## config.mk

```make
export PLATFORM = sky130hd
export DESIGN_NAME = spi_cfg_regfile
export DESIGN_NICKNAME = d
export VERILOG_FILES = /design/src/rtl/spi_cfg_regfile.sv
export SDC_FILE = /design/constraint.sdc
export NUM_CORES = 1
export LEC_CHECK = 0
export CORE_MARGIN = 1
export CORE_UTILIZATION = 40
export CTS_CLUSTER_SIZE = 8
export DETAILED_ROUTE_END_ITERATION = 16
export PLACE_DENSITY = 0.62
export RECOVER_POWER = 25
export SLEW_MARGIN = 20
export SYNTH_ARGS = -nofsm -noshare
export SYNTH_HDL_FRONTEND = slang
export SYNTH_SLANG_ARGS = --single-unit
```

## constraint.sdc

```tcl
create_clock -name clk -period 2.7 [get_ports clk]
set_clock_uncertainty 0.1 [all_clocks]
set_input_delay 0.54 -clock clk [delete_from_list [all_inputs] [get_ports clk]]
set_output_delay 0.54 -clock clk [all_outputs]
set_load 0.05 [all_outputs]
```

## src/rtl/spi_cfg_regfile.sv

```systemverilog
// Management SPI slave (oversampled in clk) fronting a shadowed, lockable config register file.
// Latency: pins see 2 clk sync + 1 clk edge detect; commit lands 1 clk after synced CS rise, with cfg_update.
// Backpressure: none; SCK high/low must each last >= 3 clk or bits are missed.
module spi_cfg_regfile #(
    parameter int         NUM_RANGES = 2,
    parameter int         AW         = 24,
    parameter logic [7:0] ID_VALUE   = 8'hA2
) (
    input  logic                       clk,
    input  logic                       rst,
    input  logic                       mgmt_clk,
    input  logic                       mgmt_cs_n,
    input  logic                       mgmt_mosi,
    output logic                       mgmt_miso,
    output logic [NUM_RANGES*AW-1:0]   range_start,
    output logic [NUM_RANGES*AW-1:0]   range_end,
    output logic [NUM_RANGES-1:0]      range_enable,
    output logic [NUM_RANGES-1:0]      range_flash_select,
    output logic [7:0]                 control_reg,
    output logic [7:0]                 status_reg,
    output logic                       cfg_update
);
    localparam int         NB     = AW / 8;
    localparam int         NWIN   = 2 * NB * NUM_RANGES;
    localparam int         WIW    = (NWIN > 1) ? $clog2(NWIN) : 1;
    localparam logic [7:0] NWIN_B = 8'(NWIN);

    localparam logic [7:0] A_CONTROL   = 8'hF0;
    localparam logic [7:0] A_STATUS    = 8'hF1;
    localparam logic [7:0] A_ID        = 8'hF2;
    localparam logic [7:0] A_RANGE_EN  = 8'hF3;
    localparam logic [7:0] A_FLASH_SEL = 8'hF4;

    localparam logic [7:0] CMD_WRITE = 8'h02;
    localparam logic [7:0] CMD_READ  = 8'h03;

    typedef enum logic [2:0] {
        WAIT_IDLE,
        IDLE,
        CMD,
        ADDR,
        DATA
    } state_t;

    state_t state_q, state_d;

    logic [1:0] sck_s, cs_s, mosi_s;
    logic       sck_d, cs_d;
    logic [1:0] sync_vld;
    logic       sck_rise, sck_fall, cs_rise, cs_sync, sync_ok;

    logic [2:0] bit_cnt;
    logic [6:0] rx_sh;
    logic [7:0] rx_byte;
    logic [7:0] ptr;
    logic [7:0] tx_sh;
    logic       in_frame, byte_done;
    logic       rd_frame, wr_frame, dirty;
    logic       wr_reject, bad_cmd;

    logic [7:0]            win_sh [NWIN];
    logic [7:0]            win_q  [NWIN];
    logic [7:0]            ctrl_sh, ctrl_q;
    logic [NUM_RANGES-1:0] en_sh, en_q, fs_sh, fs_q;

    logic [7:0]     rd_addr, rd_data;
    logic [WIW-1:0] rd_idx, wr_idx;
    logic           lock;

    assign cs_sync  = cs_s[1];
    assign sync_ok  = sync_vld[1];
    assign sck_rise = sck_s[1] & ~sck_d;
    assign sck_fall = ~sck_s[1] & sck_d;
    assign cs_rise  = cs_s[1] & ~cs_d;

    assign in_frame  = (state_q == CMD) || (state_q == ADDR) || (state_q == DATA);
    assign byte_done = in_frame && sck_rise && (bit_cnt == 3'd7);
    assign rx_byte   = {rx_sh, mosi_s[1]};
    assign lock      = ctrl_sh[7];

    // The byte to preload: the address itself while it completes, else the next pointer.
    assign rd_addr = (state_q == ADDR) ? rx_byte : ptr + 8'd1;
    assign rd_idx  = rd_addr[WIW-1:0];
    assign wr_idx  = ptr[WIW-1:0];

    always_comb begin
        rd_data = 8'hFF;
        if (rd_addr < NWIN_B) begin
            rd_data = win_sh[rd_idx];
        end else begin
            case (rd_addr)
                A_CONTROL:   rd_data = ctrl_sh;
                // Frame-activity bits are fixed from the reading host's view; only sticky flags return.
                A_STATUS:    rd_data = {3'b000, bad_cmd, wr_reject, 3'b000};
                A_ID:        rd_data = ID_VALUE;
                A_RANGE_EN:  rd_data = 8'(en_sh);
                A_FLASH_SEL: rd_data = 8'(fs_sh);
                default:     rd_data = 8'hFF;
            endcase
        end
    end

    always_comb begin
        state_d = state_q;
        case (state_q)
            WAIT_IDLE: if (sync_ok && cs_sync) state_d = IDLE;
            IDLE:      if (sync_ok && !cs_sync) state_d = CMD;
            CMD: begin
                if (byte_done) begin
                    if (rx_byte == CMD_WRITE || rx_byte == CMD_READ) state_d = ADDR;
                    else                                              state_d = WAIT_IDLE;
                end
            end
            ADDR:      if (byte_done) state_d = DATA;
            DATA:      state_d = DATA;
            default:   state_d = WAIT_IDLE;
        endcase
        if (cs_rise && state_q != WAIT_IDLE) state_d = IDLE;
    end

    always_ff @(posedge clk) begin
        if (rst) state_q <= WAIT_IDLE;
        else     state_q <= state_d;
    end

    always_ff @(posedge clk) begin
        if (rst) begin
            // CS sync resets high so a frame already in flight never looks like a fresh select.
            sck_s      <= 2'b00;
            cs_s       <= 2'b11;
            mosi_s     <= 2'b00;
            sck_d      <= 1'b0;
            cs_d       <= 1'b1;
            sync_vld   <= 2'b00;
            bit_cnt    <= 3'd0;
            rx_sh      <= 7'd0;
            ptr        <= 8'd0;
            tx_sh      <= 8'd0;
            mgmt_miso  <= 1'b0;
            rd_frame   <= 1'b0;
            wr_frame   <= 1'b0;
            dirty      <= 1'b0;
            wr_reject  <= 1'b0;
            bad_cmd    <= 1'b0;
            cfg_update <= 1'b0;
            ctrl_sh    <= 8'd0;
            ctrl_q     <= 8'd0;
            en_sh      <= '0;
            en_q       <= '0;
            fs_sh      <= '0;
            fs_q       <= '0;
            for (int i = 0; i < NWIN; i++) begin
                win_sh[i] <= 8'hFF;
                win_q[i]  <= 8'hFF;
            end
        end else begin
            sck_s    <= {sck_s[0], mgmt_clk};
            cs_s     <= {cs_s[0], mgmt_cs_n};
            mosi_s   <= {mosi_s[0], mgmt_mosi};
            sck_d    <= sck_s[1];
            cs_d     <= cs_s[1];
            sync_vld <= {sync_vld[0], 1'b1};

            if (!in_frame) begin
                bit_cnt <= 3'd0;
            end else if (sck_rise) begin
                bit_cnt <= bit_cnt + 3'd1;
                rx_sh   <= rx_byte[6:0];
            end

            if (byte_done && state_q == CMD) begin
                if (rx_byte == CMD_READ)       rd_frame <= 1'b1;
                else if (rx_byte == CMD_WRITE) wr_frame <= 1'b1;
                else                           bad_cmd  <= 1'b1;
            end

            if (byte_done && state_q == ADDR) begin
                ptr <= rx_byte;
                if (rd_frame) tx_sh <= rd_data;
            end

            if (byte_done && state_q == DATA) begin
                ptr <= ptr + 8'd1;
                if (rd_frame) begin
                    tx_sh <= rd_data;
                    if (ptr == A_STATUS) begin
                        wr_reject <= 1'b0;
                        bad_cmd   <= 1'b0;
                    end
                end
                if (wr_frame) begin
                    if (ptr < NWIN_B) begin
                        if (lock) wr_reject <= 1'b1;
                        else begin
                            win_sh[wr_idx] <= rx_byte;
                            dirty          <= 1'b1;
                        end
                    end else begin
                        case (ptr)
                            A_CONTROL: begin
                                // The lock bit is sticky until reset.
                                ctrl_sh <= rx_byte | (ctrl_sh & 8'h80);
                                dirty   <= 1'b1;
                            end
                            A_RANGE_EN: begin
                                if (lock) wr_reject <= 1'b1;
                                else begin
                                    en_sh <= rx_byte[NUM_RANGES-1:0];
                                    dirty <= 1'b1;
                                end
                            end
                            A_FLASH_SEL: begin
                                if (lock) wr_reject <= 1'b1;
                                else begin
                                    fs_sh <= rx_byte[NUM_RANGES-1:0];
                                    dirty <= 1'b1;
                                end
                            end
                            default: ;
                        endcase
                    end
                end
            end

            if (cs_sync || !(state_q == DATA && rd_frame)) begin
                mgmt_miso <= 1'b0;
            end else if (sck_fall) begin
                mgmt_miso <= tx_sh[7];
                tx_sh     <= {tx_sh[6:0], 1'b0};
            end

            cfg_update <= cs_rise && dirty;
            if (cs_rise) begin
                rd_frame <= 1'b0;
                wr_frame <= 1'b0;
                dirty    <= 1'b0;
                if (dirty) begin
                    win_q  <= win_sh;
                    ctrl_q <= ctrl_sh;
                    en_q   <= en_sh;
                    fs_q   <= fs_sh;
                end
            end
        end
    end

    for (genvar r = 0; r < NUM_RANGES; r++) begin : g_rng
        for (genvar b = 0; b < NB; b++) begin : g_byte
            assign range_start[r*AW + (NB-1-b)*8 +: 8] = win_q[r*2*NB + b];
            assign range_end[r*AW + (NB-1-b)*8 +: 8]   = win_q[r*2*NB + NB + b];
        end
    end

    assign range_enable       = en_q;
    assign range_flash_select = fs_q;
    assign control_reg        = ctrl_q;
    assign status_reg         = {3'b000, bad_cmd, wr_reject, wr_frame, rd_frame, ~cs_sync};

endmodule

```

# Word-level counts from Yosys, hierarchy flattened
# Index checks and enable logic that the tools add are counted.
[op_classes]
n_bitwise = 14
add_sub_neg = 2
reduce_logical = 37
n_mux = 40
n_lt_le_gt_ge = 5
eq_ne = 24
[op_table]
columns = ["op", "n"]
rows = [
  ["$mux 8", 13],
  ["$bwmux 96", 1],
  ["$eq 8x8->1 const B", 9],
  ["$pmux 8 s5", 1],
  ["$bmux 8 s4", 1],
  ["$demux 8 s4", 1],
  ["$eq 8x2->1 const B", 2],
  ["$lt 8x4->1 const B", 2],
  ["$mux 1", 16],
  ["$reduce_and 4->1", 4],
  ["$pmux 3 s5", 1],
  ["$mux 3", 4],
  ["$logic_and 1x1->1", 11],
  ["$ge 5x5->1 const B", 2],
  ["$not 4->5", 2],
  ["$reduce_and 5->1", 2],
  ["$reduce_or 2->1", 5],
  ["$ne 3x3->1 const B", 3],
  ["$add 8x1->8 const B", 1],
  ["$ne 2x2->1 const B", 4],
  ["$not 1->1", 8],
  ["$or 8x8->8", 1],
  ["$eq 3x2->1 const B", 2],
  ["$eq 3x3->1 const B", 2],
  ["14 further kinds", 24],
]
[word_totals]
output_inout_bits = 118
wordCells = 172
input_bits = 5
reg_bits = 262

# Longest topological paths before layout
# Gate-level depths: netlist (run 1).
[logic_depth]
depth_word = 13
depth_mapped = 11
ltp_nobuf = 9

# Worst setup path before layout (run 1)
# Ideal clock, no wire load.
[synth_timing]
path_kind = "register -> register"
startpoint = "register ptr[1]"
endpoint = "register tx_sh[1]"
t_required_ns = 2.466
setup_ns = 0.134
t_arrival_ns = 2.269
stages_incl_launch_ff = 11
slack_ns = 0.196
path_buffers = 2
synth_period_minus_slack_ns = 2.504
path_cell_list = "dfxtp_1 ha_1 buf_4 nand3_1 or3_1 a31oi_2 o21ai_1 or3_1 clkbuf_2 a311oi_2 o32ai_1"
[synth_via]
elab_chain_len = 13
elab_cells_between_ends = 20
cone_classes = "add/sub (1); order compare (1); eq/ne (5); mux (12); bitwise (1)"
[synth_lines]
columns = ["item", "line", "rtl"]
rows = [
  ["from (decl)", "55", "logic [7:0] ptr;"],
  ["from (signal assigned)", "178", "ptr <= rx_byte;"],
  ["from (signal assigned)", "183", "ptr <= ptr + 8'd1;"],
  ["$add 8x1->8 (*)", "82", "assign rd_addr = (state_q == ADDR) ? rx_byte : ptr + 8'd1;"],
  ["$mux 8 (*)", "82", ""],
  ["$not 4->5 (not written as such)", "89", "rd_data = win_sh[rd_idx];"],
  ["$bmux 8 s4", "89", ""],
  ["$mux 8 (not written as such) (2 in a row)", "89", ""],
  ["$mux 8 (*)", "88", "if (rd_addr < NWIN_B) begin"],
  ["$mux 8", "179", "if (rd_frame) tx_sh <= rd_data;"],
  ["$mux 8", "177", "if (byte_done && state_q == ADDR) begin"],
  ["$mux 8", "184", "if (rd_frame) begin"],
  ["$mux 8 (*)", "182", "if (byte_done && state_q == DATA) begin"],
  ["$mux 8", "227", "end else if (sck_fall) begin"],
  ["$mux 8 (*)", "225", "if (cs_sync || !(state_q == DATA && rd_frame)) begin"],
  ["to (signal assigned)", "179", ""],
  ["to (signal assigned)", "185", "tx_sh <= rd_data;"],
  ["to (signal assigned)", "229", "tx_sh <= {tx_sh[6:0], 1'b0};"],
  ["to (decl)", "56", "logic [7:0] tx_sh;"],
]
# Mark *: on every way between the ends. The rest lies on a longest branch, timed or not. The select of a mux whose other input is x is not followed.
# A chain may end at the register's enable or synchronous reset.

# Worst setup path after layout (run 1)
[layout_timing]
startpoint = "register state_q[1]"
endpoint = "register tx_sh[1]"
[layout_via]
elab_chain_len = 13
elab_cells_between_ends = 31
cone_classes = "order compare (1); eq/ne (8); mux (12); bitwise (1); reduce/logical (9)"
[layout_lines]
columns = ["item", "line", "rtl"]
rows = [
  ["from (decl)", "45", "state_t state_q, state_d;"],
  ["from (signal assigned)", "123", "else state_q <= state_d;"],
  ["$eq 3x2->1", "76, 82, 177", ""],
  ["$mux 8", "82", ""],
  ["$not 4->5 (not written as such)", "89", ""],
  ["$bmux 8 s4", "89", ""],
  ["$mux 8 (not written as such) (2 in a row)", "89", ""],
  ["$mux 8", "88", ""],
  ["$mux 8", "179", ""],
  ["$mux 8", "177", ""],
  ["$mux 8", "184", ""],
  ["$mux 8", "182", ""],
  ["$mux 8", "227", ""],
  ["$mux 8 (*)", "225", ""],
]
# Marks and branches as above.

==> run summary, run 1 <==
GRT Util Overall -> 22.7%
GR Overflow Total -> 0
CTS tree -> yes
Yosys reg bits -> 262
Maximum Capacitance Violations -> 0
Worst-Margin Slew -> 0.649 ns
HP Start -> rst
final slew viol count -> 0
Multi-input gate area -> 5330 um2
CP arrival -> 2.85 ns
Required @ worst endpoint -> 2.95 ns
commonest non-fill, non-tap cell in the layout -> nand2_1
pin count of the biggest net entering global routing -> 82
hold crit path type -> in2reg
hold path cells -> 2
library cells used by synthesis -> 69
Synth-to-Final Area Change -> 24.4%
R2R cell count -> 8
worst hold slack -> 0.173 ns
critical path class -> reg2reg
cells along the critical path -> and4bb_2, a21o_1, buf_12, mux2i_1, o21ai_0, a22oi_1, and3_1, o32ai_1
Ys Warns -> 0
slowest cell on the critical path -> dfxtp_1
Remaining DRCs -> 0
Setup crit start kind -> register
Final WS setup -> 0.105 ns
Max Freq -> 385 MHz
compound-cell area share of the yosys netlist -> 11.4%
Top Ports -> 123
P per Cell Area -> 585 nW/um2
Sink Count -> 262
Seq/Total Area, Yosys -> 47.0%
number of diodes -> 0
# nets final -> 1470
Final Cell Area -> 13900 um2
DR iter-0 viols -> 850
crit end category -> register
Rows -> 60
via count -> 9877
Primary FF master, synth -> dfxtp_1
CP top delay family -> compound AO/OA/AOI/OAI gates
final hold vios -> 0
FF-to-FF setup slack -> 0.10 ns
clock transition at the registers of the reported paths -> 0.05 ns
Reg2Reg Launch Point -> state_q[1]
PortBufs -> 119
routability congestion estimate from global placement -> 0.924
cts hold-fix bufs -> 0
cell area after synthesis -> 11100 um2
Crit. path cell count -> 8
WL final -> 32300 um
HPWL Detailed -> 21700 um
CTS buffer count -> 38
Avg WL per Cell -> 17.6 um
Place WS -> -0.00550 ns
worst vdd ir -> 434 uV
Syn Inst Count -> 1349
chip width -> 169 um
initial antenna violation count -> 0
Max transition margin -> 56.7%
Max FO, Critical Path -> 32
Clk Latency, worst-skew pair -> 0.51 ns
fraction of synthesized area in multiplexers -> 7.83%
status -> finished clean
placed cells -> 1789
Fillers -> 2625
Root Buffer -> clkbuf_16
Pwr Total -> 8.11 mW
Setup violations, final -> 0
CP max stage delay -> 0.54 ns
starting density of the core -> 41.0%
WP buf/inv -> 1
main combinational cell family by area after synthesis -> simple AND/OR/NAND/NOR gates
Pre-Repair DR Iteration Count -> 7
reg2reg end -> tx_sh[1]
DRT antenna net count -> 0
xor and xnor area share after synthesis -> 0.393%
Final min period -> 2.60 ns
share of cells above drive strength 1 -> 10.1%
Hold EP -> sync_vld[0]
post-synthesis adder-cell area fraction -> 0.673%
most frequent cells in the layout -> 399 x nand2_1, 261 x dfxtp_1, 151 x nand3_1, 118 x clkdlybuf4s50_1, 75 x mux2i_1
register area -> 5250 um2
htree depth -> 2
core area -> 27200 um2
first-pass GRT wire length -> 51400 um
Placed Area -> 12800 um2
Post-synth EDFFs -> 0
Synth Area in Simple Gates -> 27.1%
Reg with most FFs -> win_sh
Post-synth ARST share -> 0%
vias in the first global route -> 9277
post-route insts no fill -> 1833
period utilization -> 96.1%
Largest register FFs -> 96
Vias/cell -> 5.39
Syn Area/Cell -> 8.26 um2
die height -> 169 um
LEAKAGE -> 6.03 nW
Max Buffers Root-to-Sink -> 3
total die area -> 28500 um2
-- report_power, final --
part | total [mW] | internal, mW | switching, mW
clock network | 4.10 | 2.53 | 1.57
registers | 3.89 | 3.88 | 0.00399
logic | 0.119 | 0.0299 | 0.0896
total | 8.11 | 6.44 | 1.67
-- metrics by stage --
stage / setup TNS (ns) / utilization (%)
floorplan: 0 / -
finish: 0 / 51.1
CTS: 0 / 50.9
global placement: 0 / 47.2
global route: -0.00120 / 51.1
detailed placement: -0.00823 / 47.2
-- worst reg2reg max path: stages (launching register included) --
cell and delay (ns):
dfxtp_1 0.54, and4bb_2 0.35, a21o_1 0.27, buf_12 0.23, mux2i_1 0.34, o21ai_0 0.12
a22oi_1 0.17, and3_1 0.21, o32ai_1 0.09
-- what timing repair did --
item / in CTS / in global routing
resized for setup: 1 / 8
hold endpoints to repair: 0 / 0
pin swaps: 0 / 4
buffers inserted: 0 / 2
endpoints found under the setup margin: 12 / 104
-- area by class of cell --
type                    instances  share of cell area (%)
well taps                     372                    3.35
clock buffers                  41                    7.09
inverters                      10                   0.289
clock inverters                 1                  0.0631
flip-flops and latches        262                    37.8
repair buffers                180                    12.9
multi-input cells             967                    38.4
-- synth_stat cells, types with 7 or more instances --
| cell type | instances | share of area (%) |
|---|---|---|
| a21oi_1 | 60 | 2.7 |
| a22o_1 | 7 | 0.55 |
| a22oi_1 | 15 | 1.0 |
| a32oi_1 | 15 | 1.2 |
| and3_1 | 13 | 0.73 |
| buf_2 | 9 | 0.40 |
| buf_4 | 25 | 1.7 |
| clkbuf_1 | 68 | 2.3 |
| dfxtp_1 | 262 | 47 |
| inv_1 | 9 | 0.30 |
| mux2i_1 | 76 | 6.8 |
| nand2_1 | 400 | 13 |
| nand2_2 | 8 | 0.45 |
| nand3_1 | 151 | 6.8 |
| nor2_1 | 52 | 1.8 |
| nor2b_1 | 11 | 0.62 |
| nor3_1 | 10 | 0.45 |
| o211ai_1 | 15 | 1.0 |
| o21ai_0 | 27 | 1.2 |
-- cell families after synthesis --
logic type | Yosys count
DFF | 262
buffers and inverters | 122
xor gates and xnor gates | 5
other | 1
adders and majority gates | 6
and+or+nand+nor | 685
muxes | 83
AOI/OAI and AO/OA | 185
-- per-layer routing --
metal	vias up	track usage, %	routed length [um]
li1	4811	-	-
met1	4619	32.6	15400
met2	393	34.9	14200
met3	54	2.88	1960
met4	0	7.87	733
met5	-	0	0
-- worst max-delay path by stage --
stage	startpoint	endpoint	slack, ns
2_1_floorplan	ptr[1]	tx_sh[1]	0.20
3_3_place_gp	bit_cnt[0]	win_sh[47]	0.08
3_5_place_dp	bit_cnt[0]	win_sh[55]	-0.005
4_1_cts	bit_cnt[0]	win_sh[43]	0.02
5_1_grt	bit_cnt[1]	win_sh[3]	-0.001
6_report	state_q[1]	tx_sh[1]	0.10
Power figures use the tool's default switching activity.
==> inputs of run 2 (changes only) <==
--- a/config.mk
+++ b/config.mk
@@ -7,7 +7,6 @@
 export LEC_CHECK = 0
 export CORE_MARGIN = 1
 export CORE_UTILIZATION = 40
-export CTS_CLUSTER_SIZE = 8
 export DETAILED_ROUTE_END_ITERATION = 16
 export PLACE_DENSITY = 0.62
 export RECOVER_POWER = 25
==> run 2 against run 1 <==
  * Routed wire length shrank 0.18%
  * Utilization shrank 0.18 points
  * Combinational power hardly changed
  * First-iteration DRC count increased by 9.2%
  * Highest routed layer unchanged
==> run summary, run 2 (synthesis gave the netlist of run 1 again) <==
HP Start -> rst
Final min period -> 2.56 ns (-0.0305 ns)
pin count of the biggest net entering global routing -> 82 (unchanged)
share of cells above drive strength 1 -> 10.5% (+0.41 points)
htree depth -> 1 (-1)
Max Buffers Root-to-Sink -> 3 (unchanged)
Top Ports -> 123 (unchanged)
CTS tree -> yes
routability congestion estimate from global placement -> 0.924 (unchanged)
first-pass GRT wire length -> 51400 um (about the same)
HPWL Detailed -> 21700 um (unchanged)
slowest cell on the critical path -> dfxtp_1
Fillers -> 2632 (+0.27%)
setup tns final -> 0 ns (unchanged)
final hold vios -> 0 (unchanged)
most frequent cells in the layout -> 399 x nand2_1, 261 x dfxtp_1, 151 x nand3_1, 118 x clkdlybuf4s50_1, 75 x mux2i_1
clock transition at the registers of the reported paths -> 0.06 ns (about the same)
cells along the critical path -> and4bb_2, a21o_1, buf_12, mux2i_1, o21ai_0, a22oi_1, and3_1, o32ai_1
core area -> 27200 um2 (unchanged)
WP buf/inv -> 1 (unchanged)
number of diodes -> 0 (unchanged)
Rows -> 60 (unchanged)
Maximum Capacitance Violations -> 0 (unchanged)
GR Overflow Total -> 0 (unchanged)
commonest non-fill, non-tap cell in the layout -> nand2_1
die height -> 169 um (unchanged)
DRT antenna net count -> 0 (unchanged)
Max Freq -> 390 MHz (+1.2%)
crit path launch -> state_q[1]
LEAKAGE -> 6.01 nW (-0.38%)
Pre-Repair DR Iteration Count -> 8 (+1)
Final Core Density -> 50.9% (-0.18 points)
Sink Count -> 262 (unchanged)
Largest register FFs -> 96 (unchanged)
Remaining DRCs -> 0 (unchanged)
worst hold slack -> 0.133 ns (-0.0405 ns)
CP top delay family -> compound AO/OA/AOI/OAI gates
Reg2Reg Launch Point -> state_q[1]
CP arrival -> 2.86 ns (about the same)
status -> finished clean
WL final -> 32200 um (-0.18%)
critical path class -> reg2reg
total die area -> 28500 um2 (unchanged)
# nets final -> 1460 (-0.68%)
Setup violations, final -> 0 (unchanged)
Vias/cell -> 5.38 (-0.16%)
CP max stage delay -> 0.55 ns (about the same)
initial antenna violation count -> 0 (unchanged)
Placed Area -> 12800 um2 (unchanged)
Max FO, Critical Path -> 32 (unchanged)
final slew viol count -> 0 (unchanged)
worst vdd ir -> 492 uV (+13%)
P per Cell Area -> 569 nW/um2 (-2.7%)
Setup crit start kind -> register
Required @ worst endpoint -> 3.00 ns (+0.05 ns)
Root Buffer -> clkbuf_16
Reg with most FFs -> win_sh
Worst-Margin Slew -> 0.654 ns (+0.00463 ns)
Synth-to-Final Area Change -> 24.0%
hold crit path type -> in2reg
chip width -> 169 um (unchanged)
vias in the first global route -> 9223 (-0.58%)
starting density of the core -> 41.0% (unchanged)
DR iter-0 viols -> 928 (+9.2%)
Max transition margin -> 56.4% (-0.31 points)
Pwr Total -> 7.86 mW (-3.1%)
via count -> 9910 (+0.33%)
crit end category -> register
GRT Util Overall -> 22.5% (-0.15 points)
Clk Latency, worst-skew pair -> 0.55 ns (+0.04 ns)
CTS buffer count -> 28 (-26%)
PortBufs -> 119 (unchanged)
Final Cell Area -> 13800 um2 (-0.36%)
period utilization -> 95.0% (-1.1 points)
Avg WL per Cell -> 17.5 um (-0.67%)
==> run 2: cell count changes in the layout (fill, tap and decap cells not counted), moves of 2 or more <==
cell,before,now
clkbuf_8,0,5
clkbuf_16,39,29
clkinv_2,0,7
bufinv_16,0,2
clkbuf_1,3,6
==> run 2: final cells by class <==
type                            instances  area [um2]  area share, %
Timing Repair Buffer                  180        1800           13.0
Multi-Input combinational cell        967        5340           38.6
Inverter                               10        40.0          0.290
Clock inverter                         12         120          0.869
Tap cell                              372         465           3.37
Clock buffer                           39         813           5.88
Sequential cell                       262        5250           37.9
==> run 2: layer usage <==
| metal | vias to the layer above | GRT usage (%) | wire (um) |
|---|---|---|---|
| met5 | - | 0 | 0 |
| met4 | 0 | 7.11 | 844 |
| met3 | 62 | 2.78 | 1850 |
| met2 | 383 | 34.9 | 14100 |
| met1 | 4655 | 32.4 | 15400 |
| li1 | 4810 | - | - |
==> run 2: path summary, 6_finish.rpt <==
| kind | cells past startpoint | endpoint | slack [ns] |
|---|---|---|---|
| min reg2reg | 1 | cs_s[1] | 0.31 |
| max reg2reg | 8 | tx_sh[1] | 0.14 |
| max | 8 | tx_sh[1] | 0.14 |
| min | 2 | sync_vld[0] | 0.13 |
==> run 2: report_power, final <==
part           internal, mW  total (mW)  switching, mW
Sequential             3.87        3.88        0.00400
Combinational        0.0299       0.120         0.0898
Clock                  2.29        3.86           1.57
Total                  6.19        7.86           1.67
==> run 2: metrics by stage <==
stage / worst slack, ns / std cells
3_3_place_gp: 0.0774 / 1789
6_report: 0.135 / 1842
4_1_cts: 0.00276 / 1840
3_5_place_dp: -0.00550 / 1789
5_1_grt: -0.00263 / 1842
2_1_floorplan: 0.196 / 1351
==> run 2: what timing repair did <==
item / 4_1_cts / 5_1_grt
hold buffers: 0 / 0
setup buffers: 0 / 2
gates resized for setup: 2 / 9
pin swaps: 1 / 5
setup endpoints to repair: 18 / 104
